## src/rtl/csr_bank_pkg.sv

```systemverilog
// rtl/csr_bank_pkg.sv - shared types and constants for the machine-mode CSR bank
// Purpose: CSR operation and exception-cause enums, implemented CSR addresses,
//          interrupt cause numbers, mstatus bit positions and the CSR update helper.
// Ports:   none (package)
package csr_bank_pkg;

   typedef enum logic [1:0] {
      CSR_WRITE = 2'd0,
      CSR_SET   = 2'd1,
      CSR_CLEAR = 2'd2
   } csrOperation_e;

   typedef enum logic [3:0] {
      INSTR_ADDR_MISALIGNED = 4'd0,
      INSTR_ACCESS_FAULT    = 4'd1,
      ILLEGAL_INSTRUCTION   = 4'd2,
      BREAKPOINT            = 4'd3,
      LOAD_ADDR_MISALIGNED  = 4'd4,
      LOAD_ACCESS_FAULT     = 4'd5,
      STORE_ADDR_MISALIGNED = 4'd6,
      STORE_ACCESS_FAULT    = 4'd7,
      ECALL_M_MODE          = 4'd11
   } exceptionCode_e;

   typedef enum logic [11:0] {
      ADDR_MSTATUS   = 12'h300,
      ADDR_MIE       = 12'h304,
      ADDR_MTVEC     = 12'h305,
      ADDR_MSCRATCH  = 12'h340,
      ADDR_MEPC      = 12'h341,
      ADDR_MCAUSE    = 12'h342,
      ADDR_MTVAL     = 12'h343,
      ADDR_MIP       = 12'h344,
      ADDR_MCYCLE    = 12'hB00,
      ADDR_MINSTRET  = 12'hB02,
      ADDR_MCYCLEH   = 12'hB80,
      ADDR_MINSTRETH = 12'hB82,
      ADDR_CYCLE     = 12'hC00,
      ADDR_INSTRET   = 12'hC02,
      ADDR_CYCLEH    = 12'hC80,
      ADDR_INSTRETH  = 12'hC82,
      ADDR_MVENDORID = 12'hF11,
      ADDR_MARCHID   = 12'hF12,
      ADDR_MHARTID   = 12'hF14
   } csrAddr_e;

   localparam logic [4:0] IRQ_MEI = 5'd11;
   localparam logic [4:0] IRQ_MSI = 5'd3;
   localparam logic [4:0] IRQ_MTI = 5'd7;

   localparam int MSTATUS_MIE  = 3;
   localparam int MSTATUS_MPIE = 7;

   // Only MEI, MTI and MSI exist in mie/mip.
   localparam logic [31:0] IRQ_MASK = 32'h0000_0888;

   function automatic logic [31:0] csr_apply(input csrOperation_e op,
                                             input logic [31:0] old_value,
                                             input logic [31:0] operand);
      case (op)
         CSR_WRITE: return operand;
         CSR_SET:   return old_value | operand;
         CSR_CLEAR: return old_value & ~operand;
         default:   return old_value;
      endcase
   endfunction

endpackage

```

## src/rtl/csr_bank_counter64.sv

```systemverilog
// rtl/csr_bank_counter64.sv - 64-bit free-running counter with 32-bit half writes
// Purpose: backing store for mcycle/minstret; a half write replaces that half and
//          suppresses the increment of the whole counter for that cycle.
// Ports:   clk, reset (sync, active-high), i_enable (count), i_write_lo/i_write_hi,
//          i_data (value for the written half), o_count (current 64-bit value)
module counter64 (
   input  logic        clk,
   input  logic        reset,
   input  logic        i_enable,
   input  logic        i_write_lo,
   input  logic        i_write_hi,
   input  logic [31:0] i_data,
   output logic [63:0] o_count
);

   logic [63:0] r_count;

   always_ff @(posedge clk) begin
      if (reset) begin
         r_count <= '0;
      end else if (i_write_lo) begin
         r_count[31:0] <= i_data;
      end else if (i_write_hi) begin
         r_count[63:32] <= i_data;
      end else if (i_enable) begin
         r_count <= r_count + 64'd1;
      end
   end

   assign o_count = r_count;

endmodule

```

## src/rtl/csr_bank.sv

```systemverilog
// rtl/csr_bank.sv - machine-mode CSR file and trap-state machine
// Purpose: holds the M-mode CSRs, serves CSR instructions, applies exception /
//          MRET / interrupt-ack updates from retire and exports trap targets.
// Ports:   clk, reset (sync, active-high); csr_* CSR instruction access;
//          raise_exception_i/exception_code_i, machine_return_i, interrupt_ack_i,
//          instruction_retired_i, pc_i, instruction_i from retire; irq_* level
//          requests; interrupt_pending_o to retire; mtvec_o/mepc_o to fetch.
module csr_bank
   import csr_bank_pkg::*;
#(
   parameter logic [31:0] MTVEC_RESET = 32'h0000_0000,
   parameter logic [31:0] MHARTID     = 32'h0000_0000
) (
   input  logic           clk,
   input  logic           reset,
   input  logic           csr_read_enable_i,
   input  logic           csr_write_enable_i,
   input  csrOperation_e  csr_operation_i,
   input  logic [11:0]    csr_address_i,
   input  logic [31:0]    csr_data_i,
   output logic [31:0]    csr_data_o,
   input  logic           raise_exception_i,
   input  exceptionCode_e exception_code_i,
   input  logic           machine_return_i,
   input  logic           interrupt_ack_i,
   input  logic           instruction_retired_i,
   input  logic [31:0]    pc_i,
   input  logic [31:0]    instruction_i,
   input  logic           irq_external_i,
   input  logic           irq_timer_i,
   input  logic           irq_software_i,
   output logic           interrupt_pending_o,
   output logic [31:0]    mtvec_o,
   output logic [31:0]    mepc_o
);

   logic        r_mie_bit;
   logic        r_mpie;
   logic [31:0] r_mie;
   logic [31:0] r_mip;
   logic [31:0] r_mtvec;
   logic [31:0] r_mepc;
   logic [31:0] r_mcause;
   logic [31:0] r_mtval;
   logic [31:0] r_mscratch;

   logic [63:0] w_mcycle;
   logic [63:0] w_minstret;
   logic [31:0] w_mstatus;
   logic [31:0] w_rdata;
   logic [31:0] w_wdata;
   logic [31:0] w_irq_level;
   logic [31:0] w_ack_pc;
   logic [4:0]  w_irq_cause;

   always_comb begin
      w_mstatus               = '0;
      w_mstatus[12:11]        = 2'b11;
      w_mstatus[MSTATUS_MIE]  = r_mie_bit;
      w_mstatus[MSTATUS_MPIE] = r_mpie;
   end

   always_comb begin
      w_rdata = '0;
      case (csr_address_i)
         ADDR_MSTATUS:                 w_rdata = w_mstatus;
         ADDR_MIE:                     w_rdata = r_mie;
         ADDR_MTVEC:                   w_rdata = r_mtvec;
         ADDR_MSCRATCH:                w_rdata = r_mscratch;
         ADDR_MEPC:                    w_rdata = r_mepc;
         ADDR_MCAUSE:                  w_rdata = r_mcause;
         ADDR_MTVAL:                   w_rdata = r_mtval;
         ADDR_MIP:                     w_rdata = r_mip;
         ADDR_MCYCLE, ADDR_CYCLE:      w_rdata = w_mcycle[31:0];
         ADDR_MCYCLEH, ADDR_CYCLEH:    w_rdata = w_mcycle[63:32];
         ADDR_MINSTRET, ADDR_INSTRET:  w_rdata = w_minstret[31:0];
         ADDR_MINSTRETH, ADDR_INSTRETH: w_rdata = w_minstret[63:32];
         ADDR_MHARTID:                 w_rdata = MHARTID;
         default:                      w_rdata = '0;
      endcase
   end

   assign csr_data_o = csr_read_enable_i ? w_rdata : 32'h0;
   assign w_wdata    = csr_apply(csr_operation_i, w_rdata, csr_data_i);

   always_comb begin
      w_irq_level          = '0;
      w_irq_level[IRQ_MEI] = irq_external_i;
      w_irq_level[IRQ_MTI] = irq_timer_i;
      w_irq_level[IRQ_MSI] = irq_software_i;
   end

   // Cause priority MEI > MSI > MTI.
   always_comb begin
      if (r_mip[IRQ_MEI] & r_mie[IRQ_MEI]) begin
         w_irq_cause = IRQ_MEI;
      end else if (r_mip[IRQ_MSI] & r_mie[IRQ_MSI]) begin
         w_irq_cause = IRQ_MSI;
      end else if (r_mip[IRQ_MTI] & r_mie[IRQ_MTI]) begin
         w_irq_cause = IRQ_MTI;
      end else begin
         w_irq_cause = '0;
      end
   end

   // The interrupted instruction still completes, so return lands after it.
   assign w_ack_pc = pc_i + 32'd4;

   always_ff @(posedge clk) begin
      if (reset) begin
         r_mie_bit  <= 1'b0;
         r_mpie     <= 1'b0;
         r_mie      <= '0;
         r_mip      <= '0;
         r_mtvec    <= {MTVEC_RESET[31:2], 2'b00};
         r_mepc     <= '0;
         r_mcause   <= '0;
         r_mtval    <= '0;
         r_mscratch <= '0;
      end else begin
         r_mip <= w_irq_level;

         if (csr_write_enable_i) begin
            case (csr_address_i)
               ADDR_MSTATUS: begin
                  r_mie_bit <= w_wdata[MSTATUS_MIE];
                  r_mpie    <= w_wdata[MSTATUS_MPIE];
               end
               ADDR_MIE:      r_mie      <= w_wdata & IRQ_MASK;
               ADDR_MTVEC:    r_mtvec    <= {w_wdata[31:2], 2'b00};
               ADDR_MSCRATCH: r_mscratch <= w_wdata;
               ADDR_MEPC:     r_mepc     <= {w_wdata[31:2], 2'b00};
               ADDR_MCAUSE:   r_mcause   <= w_wdata;
               ADDR_MTVAL:    r_mtval    <= w_wdata;
               default: ;
            endcase
         end

         // Trap/MRET updates are placed after the CSR write so they take
         // precedence on mstatus, mepc, mcause and mtval.
         if (raise_exception_i) begin
            r_mepc    <= {pc_i[31:2], 2'b00};
            r_mcause  <= {1'b0, 27'b0, exception_code_i};
            r_mtval   <= (exception_code_i == ILLEGAL_INSTRUCTION) ? instruction_i : 32'h0;
            r_mpie    <= r_mie_bit;
            r_mie_bit <= 1'b0;
         end else if (machine_return_i) begin
            r_mie_bit <= r_mpie;
            r_mpie    <= 1'b1;
         end else if (interrupt_ack_i) begin
            r_mepc    <= {w_ack_pc[31:2], 2'b00};
            r_mcause  <= {1'b1, 26'b0, w_irq_cause};
            r_mtval   <= '0;
            r_mpie    <= r_mie_bit;
            r_mie_bit <= 1'b0;
         end
      end
   end

   counter64 u_mcycle (
      .clk        (clk),
      .reset      (reset),
      .i_enable   (1'b1),
      .i_write_lo (csr_write_enable_i && (csr_address_i == ADDR_MCYCLE)),
      .i_write_hi (csr_write_enable_i && (csr_address_i == ADDR_MCYCLEH)),
      .i_data     (w_wdata),
      .o_count    (w_mcycle)
   );

   counter64 u_minstret (
      .clk        (clk),
      .reset      (reset),
      .i_enable   (instruction_retired_i),
      .i_write_lo (csr_write_enable_i && (csr_address_i == ADDR_MINSTRET)),
      .i_write_hi (csr_write_enable_i && (csr_address_i == ADDR_MINSTRETH)),
      .i_data     (w_wdata),
      .o_count    (w_minstret)
   );

   assign interrupt_pending_o = r_mie_bit & |(r_mip & r_mie);
   assign mtvec_o             = r_mtvec;
   assign mepc_o              = r_mepc;

endmodule

```

## config.mk

```make
export PLATFORM = sky130hd
export DESIGN_NAME = csr_bank
export DESIGN_NICKNAME = d
export VERILOG_FILES = /design/src/rtl/csr_bank_pkg.sv /design/src/rtl/csr_bank_counter64.sv /design/src/rtl/csr_bank.sv
export SDC_FILE = /design/constraint.sdc
export NUM_CORES = 1
export LEC_CHECK = 0
export ABC_CLOCK_PERIOD_IN_PS = 2300
export BUFFER_PORTS_ARGS = -buffer_cell sky130_fd_sc_hd__buf_2
export CORE_ASPECT_RATIO = 1.4
export CORE_MARGIN = 1
export CORE_UTILIZATION = 43
export CTS_CLUSTER_DIAMETER = 100
export DETAILED_ROUTE_END_ITERATION = 12
export GPL_ROUTABILITY_DRIVEN = 0
export PLACE_DENSITY = 0.73
export SLEW_MARGIN = 20
export SYNTH_ARGS = -nofsm -noshare
export SYNTH_HDL_FRONTEND = slang
export SYNTH_SLANG_ARGS = --single-unit
```

## constraint.sdc

```tcl
create_clock -name clk -period 2.3 [get_ports clk]
set_input_delay 0.23 -clock clk [delete_from_list [all_inputs] [get_ports clk]]
set_output_delay 0.23 -clock clk [all_outputs]
set_load 0.02 [all_outputs]
```

==> impl_metrics.json, run 1 <==
{
  "synth_largest_area_cell": "dfxtp_1",
  "clockBufferDepth": 3,
  "grt_max_degree": 60,
  "synth_edf_count": 0,
  "yosysTopAreaCellShare_pct": 31.90,
  "io_buffers": 217,
  "gr-usage-all-layers_pct": 66.75,
  "worstEndpointGrtRepair": "csr_data_o[12]",
  "syn_area_sq_um": 18450,
  "netlist_top_cells_count": "dfxtp_1 (294), nor2_1 (209), o21ai_0 (164)",
  "worst-ep-kind": "output port",
  "failing_step": "global routing",
  "h-tree-depth": 1,
  "avgSynthCellArea_sq_um": 8.032,
  "die_h_um": 247.1,
  "cts-buffers-inserted": 29,
  "status": "did not finish",
  "firstError": "[ERROR GRT-0232] Routing congestion too high. Check the congestion heatmap in the GUI.",
  "yosys-top-cells-area": "dfxtp_1 (32%), a211oi_1 (4.6%), o21ai_0 (4.4%), nor2_1 (4.3%), a21oi_1 (3.1%)",
  "ys_types": 102,
  "yosysWarnings": 0,
  "initial_utilization_pct": 43.71,
  "seq_area_frac_synth_pct": 31.90,
  "syn_inst": 2297,
  "ys.flop_type": "dfxtp_1",
  "grt_remaining_overflow": 5,
  "dp_cells": 3397,
  "dp_hpwl_um": 75190,
  "ys_seq_elements": 294,
  "ios": 222,
  "die_x_um": 177.1,
  "rows": 89,
  "synth.most_common_cell": "dfxtp_1",
  "async_reset_ff_share_pct": 0,
  "clock-sinks": 294,
  "cts_root_buffer": "clkbuf_16"
}
[metrics by stage]
step	instance area [sq um]	TNS (ns)	setup WS (ns)	utilization (%)
detailed placement	23960	-90.93	-0.6460	56.78
global placement	23960	-80.94	-0.6312	56.78
floorplan	18530	-0.09368	-0.05049	-
CTS	27510	-2.822	-0.2397	65.18
[routing by layer]
metal	GRT overflow	global-route usage, %
met1	0	64.38
met2	2	82.80
met3	0	56.47
met4	3	62.58
met5	0	30.09
[logic make-up after synthesis]
kind of cell	count (synthesis)	synth area share, %
and+or+nand+nor	842	24.65
AOI/OAI and AO/OA	795	29.80
DFF	294	31.90
buffers and inverters	228	5.670
xor gates and xnor gates	75	3.561
muxes	59	4.198
adders and majority gates	3	0.2035
other	1	0.02033
[what timing repair did]
item | 4_1_cts
hold buffers | 47
gates cloned | 3
endpoints found under the hold margin | 53
setup buffers | 78
pin swaps | 83
gates resized for setup | 318
setup endpoints to repair | 93
==> run 2: changes to the inputs <==
- ABC_CLOCK_PERIOD_IN_PS: 2300 -> 3000
- CORE_ASPECT_RATIO: 1.4 -> default
- CORE_UTILIZATION: 43 -> 28
- CTS_CLUSTER_DIAMETER: 100 -> default
- PLACE_DENSITY: 0.73 -> default
- PLACE_DENSITY_LB_ADDON: default -> 0.15
- clock period: 2.3 -> 3 ns (I/O delays scaled with it)
==> run 2 against run 1 <==
Against the previous run:
- the run now ends clean
- synthesized area unchanged
- synthesized cell count unchanged
==> impl_metrics.json, run 2 <==
{
  "cts_tree": "built",
  "power_uw": 9931,
  "ios": 222,
  "slowest_stage": "or4b_4",
  "met1_usage_pct": 40.61,
  "hold_viol": 0,
  "dp_hpwl_um": 78910,
  "final_cell_mix": "dfxtp_1 (294), buf_4 (250), buf_2 (216), nor2_1 (209), o21ai_0 (164)",
  "die_area_sq_um": 66920,
  "clockBufferDepth": 3,
  "path_common_cell": "buf_4",
  "ff2ff_setup_slack_ns": 0.16,
  "cp_max_fo": 9,
  "drive_above_1_share_pct": 23.99,
  "worst_hold_path_type": "in -> reg",
  "cts_root_buffer": "clkbuf_16",
  "worst-path-buf-inv": 5,
  "drv_slew": 0,
  "ys.flop_type": "dfxtp_1",
  "start_kind": "input pin",
  "dp_cells": 3457,
  "rows": 93,
  "min_delay_worst_endpoint": "r_mtval[22]$_SDFF_PP0_",
  "die_h_um": 258.7,
  "via_per_inst": 6.159,
  "fin_crit_ns": 2.972,
  "post_cts_buffers": 0,
  "initial_utilization_pct": 28.46,
  "totalWireLength_um": 103800,
  "grtUsageMet3_pct": 4.910,
  "status": "finished clean",
  "cts-buffers-inserted": 38,
  "async_reset_ff_share_pct": 0,
  "critical_path_arrival_ns": 2.67,
  "fin_nets": 2799,
  "die_x_um": 258.7,
  "slew_headroom_pct": 33.86,
  "synth_edf_count": 0,
  "final_common_cell": "dfxtp_1",
  "rsz0062_at_grt": "no",
  "timing.rr.start": "u_mcycle.o_count[8]$_SDFFE_PP0P_",
  "grt_pass1_wl_um": 147900,
  "ant_nets": 0,
  "r2r_end": "u_mcycle.o_count[43]$_SDFFE_PP0N_",
  "synth_largest_area_cell": "dfxtp_1",
  "finalNonFillerCells": 3553,
  "path_clk_slew_ns": 0.07,
  "clk_latency_ns": 0.56,
  "leakage_uw": 0.008658,
  "ys_types": 102,
  "avgSynthCellArea_sq_um": 8.032,
  "maxCapViolations": 0,
  "io_buffers": 217,
  "min_period_over_period_pct": 99.06,
  "drt_iter0_drc": 2763,
  "cp.required_ns": 2.70,
  "drt_pass1_iterations": 7,
  "grt.met2_usage_pct": 47.60,
  "ys_seq_elements": 294,
  "cpPeakStageDelay_ns": 0.62,
  "critPathTopFamily": "buffers and inverters",
  "netlist_top_cells_count": "dfxtp_1 (294), nor2_1 (209), o21ai_0 (164)",
  "h-tree-depth": 2,
  "yosysTopAreaCellShare_pct": 31.90,
  "area_growth_pct": 29.51,
  "grt_max_degree": 111,
  "power_density_nw_per_um2": 415.7,
  "wire_per_inst_um": 29.21,
  "syn_area_sq_um": 18450,
  "syn_inst": 2297,
  "gr-usage-all-layers_pct": 30.15,
  "worstPathCellList": "buf_2 > buf_4 > or4b_4 > a211oi_2 > buf_4 > nand2_1 > a31oi_1 > buf_4 > buf_2",
  "max-vdd-ir-drop_mv": 0.3184,
  "grt_remaining_overflow": 0,
  "yosys-top-cells-area": "dfxtp_1 (32%), a211oi_1 (4.6%), o21ai_0 (4.4%), nor2_1 (4.3%), a21oi_1 (3.1%)",
  "worstSetupPathType": "in -> out",
  "drt_drc_violations_left": 0,
  "reg2reg_depth": 7,
  "synth.most_common_cell": "dfxtp_1",
  "fmax_mhz": 336.5,
  "gr-max-usage-layer": "met2",
  "tightest_slew_ns": 0.9830,
  "antenna_found_initial": 1,
  "min_path_cells": 3,
  "grt_pass1_vias": 20440,
  "seq_area_frac_synth_pct": 31.90,
  "finClkSkew_ns": 0.01471,
  "setup_viol": 0,
  "core_sq_um": 64810,
  "clock-sinks": 294,
  "yosysWarnings": 0,
  "fin_util_pct": 36.86,
  "vias": 21880,
  "min-delay-start": "instruction_i[22]",
  "endpoint_kind": "output pin"
}
-- run 2: cell counts after synthesis --
No cell type changed its count.
-- run 2: layout make-up --
class	count	area [sq um]
fillers	6741	40920
clock inverters	17	193.9
inverters	31	116.4
diodes	1	2.502
repair buffers	530	3940
flip-flops and latches	294	5886
multi-input cells	1776	11630
well taps	855	1070
clock buffers	49	1054
-- run 2: stage by stage --
step | cell area, sq um | setup WS (ns) | hold WS [ns] | TNS [ns]
final | 23890 | 0.02829 | 0.001268 | 0
after global routing | 23890 | 0.01899 | 0.01567 | 0
after CTS | 23870 | 0.01502 | 0.004926 | 0
after detailed placement | 22330 | -0.06804 | 0.4820 | -0.3323
after global placement | 22330 | -0.07023 | 0.4669 | -0.4072
after floorplan | 18450 | 0.5341 | 0.4086 | 0
-- run 2: repair_timing --
item                                   in CTS  in global routing
hold buffers                               29                  0
setup endpoints to repair                   1                  5
endpoints found under the hold margin      29                  0
resized for setup                           1                  3
-- run 2: per-layer routing --
metal	vias to the layer above	wire [um]
met5	-	0
met4	0	4805
met3	235	9458
met2	1312	46060
met1	10700	43470
li1	9640	-
-- run 2: how the worst max path moves through the flow --
stage                           startpoint                                to  slack, ns  cells after the start
after detailed placement  csr_address_i[1]  u_mcycle.o_count[5]$_SDFFE_PP0P_      -0.07                     10
after global routing      csr_address_i[3]                     csr_data_o[9]       0.02                      9
final                     csr_address_i[3]                     csr_data_o[9]       0.03                      9
after global placement    csr_address_i[1]  u_mcycle.o_count[5]$_SDFFE_PP0P_      -0.07                     10
after CTS                 csr_address_i[7]                     csr_data_o[8]       0.02                      9
after floorplan           csr_address_i[0]                    csr_data_o[11]       0.53                      7
-- run 2: kinds of logic (layout without fill, tap and decap cells) --
kind of cell / Yosys count / after routing / share of synthesized area, %
adders and majority gates: 3 / 3 / 0.2035
and+or+nand+nor: 842 / 842 / 24.65
DFF: 294 / 294 / 31.90
buffers and inverters: 228 / 627 / 5.670
muxes: 59 / 59 / 4.198
other: 1 / 3 / 0.02033
AOI/OAI and AO/OA: 795 / 795 / 29.80
xor gates and xnor gates: 75 / 75 / 3.561
-- run 2: tightest hold or removal path: cells and delay by family --
| kind | cells | cell delay [ns] |
|---|---|---|
| AO/OA/AOI/OAI | 1 | 0.08 |
| AND/OR/NAND/NOR | 1 | 0.08 |
| buffers and inverters | 1 | 0.08 |
-- run 2: where the power goes --
part | leakage (uW) | switching, uW | internal, uW
registers | 0.00238 | 63.6 | 3950
clock network | 0.000617 | 1970 | 2820
logic | 0.00566 | 731 | 391
Power figures use the tool's default switching activity.
==> run 3: changes to the inputs <==
- BUFFER_PORTS_ARGS: -buffer_cell sky130_fd_sc_hd__buf_2 -> default
- DONT_BUFFER_PORTS: default -> 1
==> run 3 against run 2 <==
Against the previous run:
- maximum frequency down 0.88%
- final cell count down 5.6%
- hold slack better by 0.020 ns
- global-route usage about the same
- sequential cell count unchanged
- clock skew up 0.0065 ns
- register-to-register slack worse by 0.16 ns
- sequential share of layout area up 1.0 points
- power down 0.38%
- non-clock buffer count down 206
- core utilization down 1.4 points
- largest power group unchanged
==> impl_metrics.json, run 3 (synthesis gave the netlist of run 2 again) <==
{
  "status": "finished clean",
  "fin_nets": 2595,
  "power_uw": 9893,
  "worst_hold_path_type": "in -> reg",
  "core_sq_um": 64810,
  "io_buffers": 0,
  "vias": 20890,
  "rows": 93,
  "max-vdd-ir-drop_mv": 0.3880,
  "fin_crit_ns": 2.998,
  "clock-sinks": 294,
  "slew_headroom_pct": 26.62,
  "tightest_slew_ns": 1.091,
  "hold_viol": 0,
  "swShare_pct": 26.65,
  "min-delay-start": "instruction_i[11]",
  "fmax_mhz": 333.6,
  "final_area_sq_um": 22950,
  "worstSetupPathType": "reg -> reg",
  "drive_above_1_share_pct": 16.26,
  "wire_per_inst_um": 30.93,
  "cts_tree": "built",
  "via_per_inst": 6.228,
  "drt_iter0_drc": 2620,
  "min_delay_worst_endpoint": "r_mtval[11]$_SDFF_PP0_",
  "endpoint_kind": "flip-flop",
  "power_frac_comb_pct": 8.4,
  "final_cell_mix": "dfxtp_1 (294), buf_4 (230), nor2_1 (208), o21ai_0 (164), nand2_1 (143)",
  "area_growth_pct": 24.42,
  "timing.rr.start": "u_mcycle.o_count[8]$_SDFFE_PP0P_",
  "reg2reg_depth": 7,
  "clk_latency_ns": 0.58,
  "die_h_um": 258.7,
  "fin_setup_tns_ns": 0,
  "h-tree-depth": 2,
  "drv_slew": 0,
  "drt_drc_violations_left": 0,
  "totalWireLength_um": 103700,
  "clockBufferDepth": 3,
  "cp_max_fo": 6,
  "clock_power_share_pct": 50.6,
  "critical_path_arrival_ns": 3.41,
  "fin_util_pct": 35.42,
  "seqPwrFrac_pct": 41.0,
  "final_common_cell": "dfxtp_1",
  "r2r_end": "u_mcycle.o_count[36]$_SDFFE_PP0N_",
  "cts-buffers-inserted": 40,
  "start_kind": "flip-flop",
  "leakage_uw": 0.007708,
  "finClkSkew_ns": 0.02120,
  "power_density_nw_per_um2": 431.0,
  "grt_max_degree": 156,
  "gr-usage-all-layers_pct": 30.16,
  "setup_viol": 0,
  "rsz0062_at_grt": "no",
  "intPower_uw": 7257,
  "ant_nets": 0,
  "worstPathCellList": "and4_1 > nand4_2 > buf_4 > or4_1 > o21a_1 > a2111oi_0 > a211oi_1",
  "grt_pass1_vias": 19500,
  "antenna_found_initial": 8,
  "maxCapViolations": 0,
  "cpPeakStageDelay_ns": 0.69,
  "placed_area_sq_um": 20800,
  "path_clk_slew_ns": 0.06,
  "grt_remaining_overflow": 0,
  "cts_root_buffer": "clkbuf_16",
  "initial_utilization_pct": 28.46,
  "ios": 222,
  "grt_pass1_wl_um": 146500,
  "min_period_over_period_pct": 99.94,
  "switching_power_uw": 2636,
  "cp.required_ns": 3.42,
  "die_area_sq_um": 66920,
  "drt_pass1_iterations": 6,
  "slowest_stage": "or4_1",
  "ff2ff_setup_slack_ns": 0.002,
  "min_path_cells": 3,
  "dp_hpwl_um": 76540,
  "die_x_um": 258.7
}
[run 3: routing by layer]
metal	vias to the layer above	GRT usage [%]	routed length (um)
li1	9266	-	-
met1	10160	38.91	42670
met2	1216	46.05	44840
met3	235	9.008	10880
met4	8	13.71	5310
met5	-	0	47
[run 3: stage by stage]
stage / hold WS (ns) / instances / setup WS, ns
2_1_floorplan: 0.4086 / 2298 / 0.5341
3_3_place_gp: 0.4032 / 3205 / 0.04578
3_5_place_dp: 0.3897 / 3205 / 0.07063
4_1_cts: 0.001035 / 3346 / 0.002483
5_1_grt: 0.01087 / 3351 / 0.009824
6_report: 0.02120 / 3354 / 0.001949
[run 3: cell type report]
cell class	count	area, sq um
fillers	6752	41860
clock inverters	13	180.2
diodes	8	20.02
flip-flops and latches	294	5886
multi-input cells	1776	11670
inverters	31	116.4
repair buffers	324	2875
clock buffers	53	1140
well taps	855	1070
[run 3: how the worst max path moves through the flow]
stage                                   endpoint  slack, ns  depth (start not counted)                        startpoint
5_1_grt        u_mcycle.o_count[36]$_SDFFE_PP0N_       0.01                          7  u_mcycle.o_count[8]$_SDFFE_PP0P_
3_3_place_gp   u_mcycle.o_count[36]$_SDFFE_PP0N_       0.05                          8                 csr_address_i[11]
2_1_floorplan                     csr_data_o[11]       0.53                          7                  csr_address_i[0]
3_5_place_dp                      csr_data_o[12]       0.07                          7                  csr_address_i[8]
4_1_cts                            csr_data_o[5]      0.002                          5              mepc_o[5]$_SDFF_PP0_
6_report       u_mcycle.o_count[36]$_SDFFE_PP0N_      0.002                          7  u_mcycle.o_count[8]$_SDFFE_PP0P_
[run 3: worst max-delay path, delay by kind of cell, from the launching register on]
family | cells | cell delay, ns
compound gates | 3 | 0.95
buf+inv | 1 | 0.18
flops | 1 | 0.48
simple gates | 3 | 1.23
[run 3: what timing repair did]
action,CTS,global route
hold endpoints to repair,221,0
buffers inserted,0,0
hold buffers,75,0
endpoints found under the setup margin,2,6
gates resized for setup,2,7
[run 3: power groups by stage]
stage | Combinational [uW] | Sequential, uW | Clock, uW
2_1_floorplan | 441 | 4110 | 0
3_3_place_gp | 666 | 4140 | 0
3_5_place_dp | 667 | 4140 | 0
4_1_cts | 804 | 4060 | 5050
5_1_grt | 860 | 4060 | 5220
6_report | 829 | 4060 | 5000
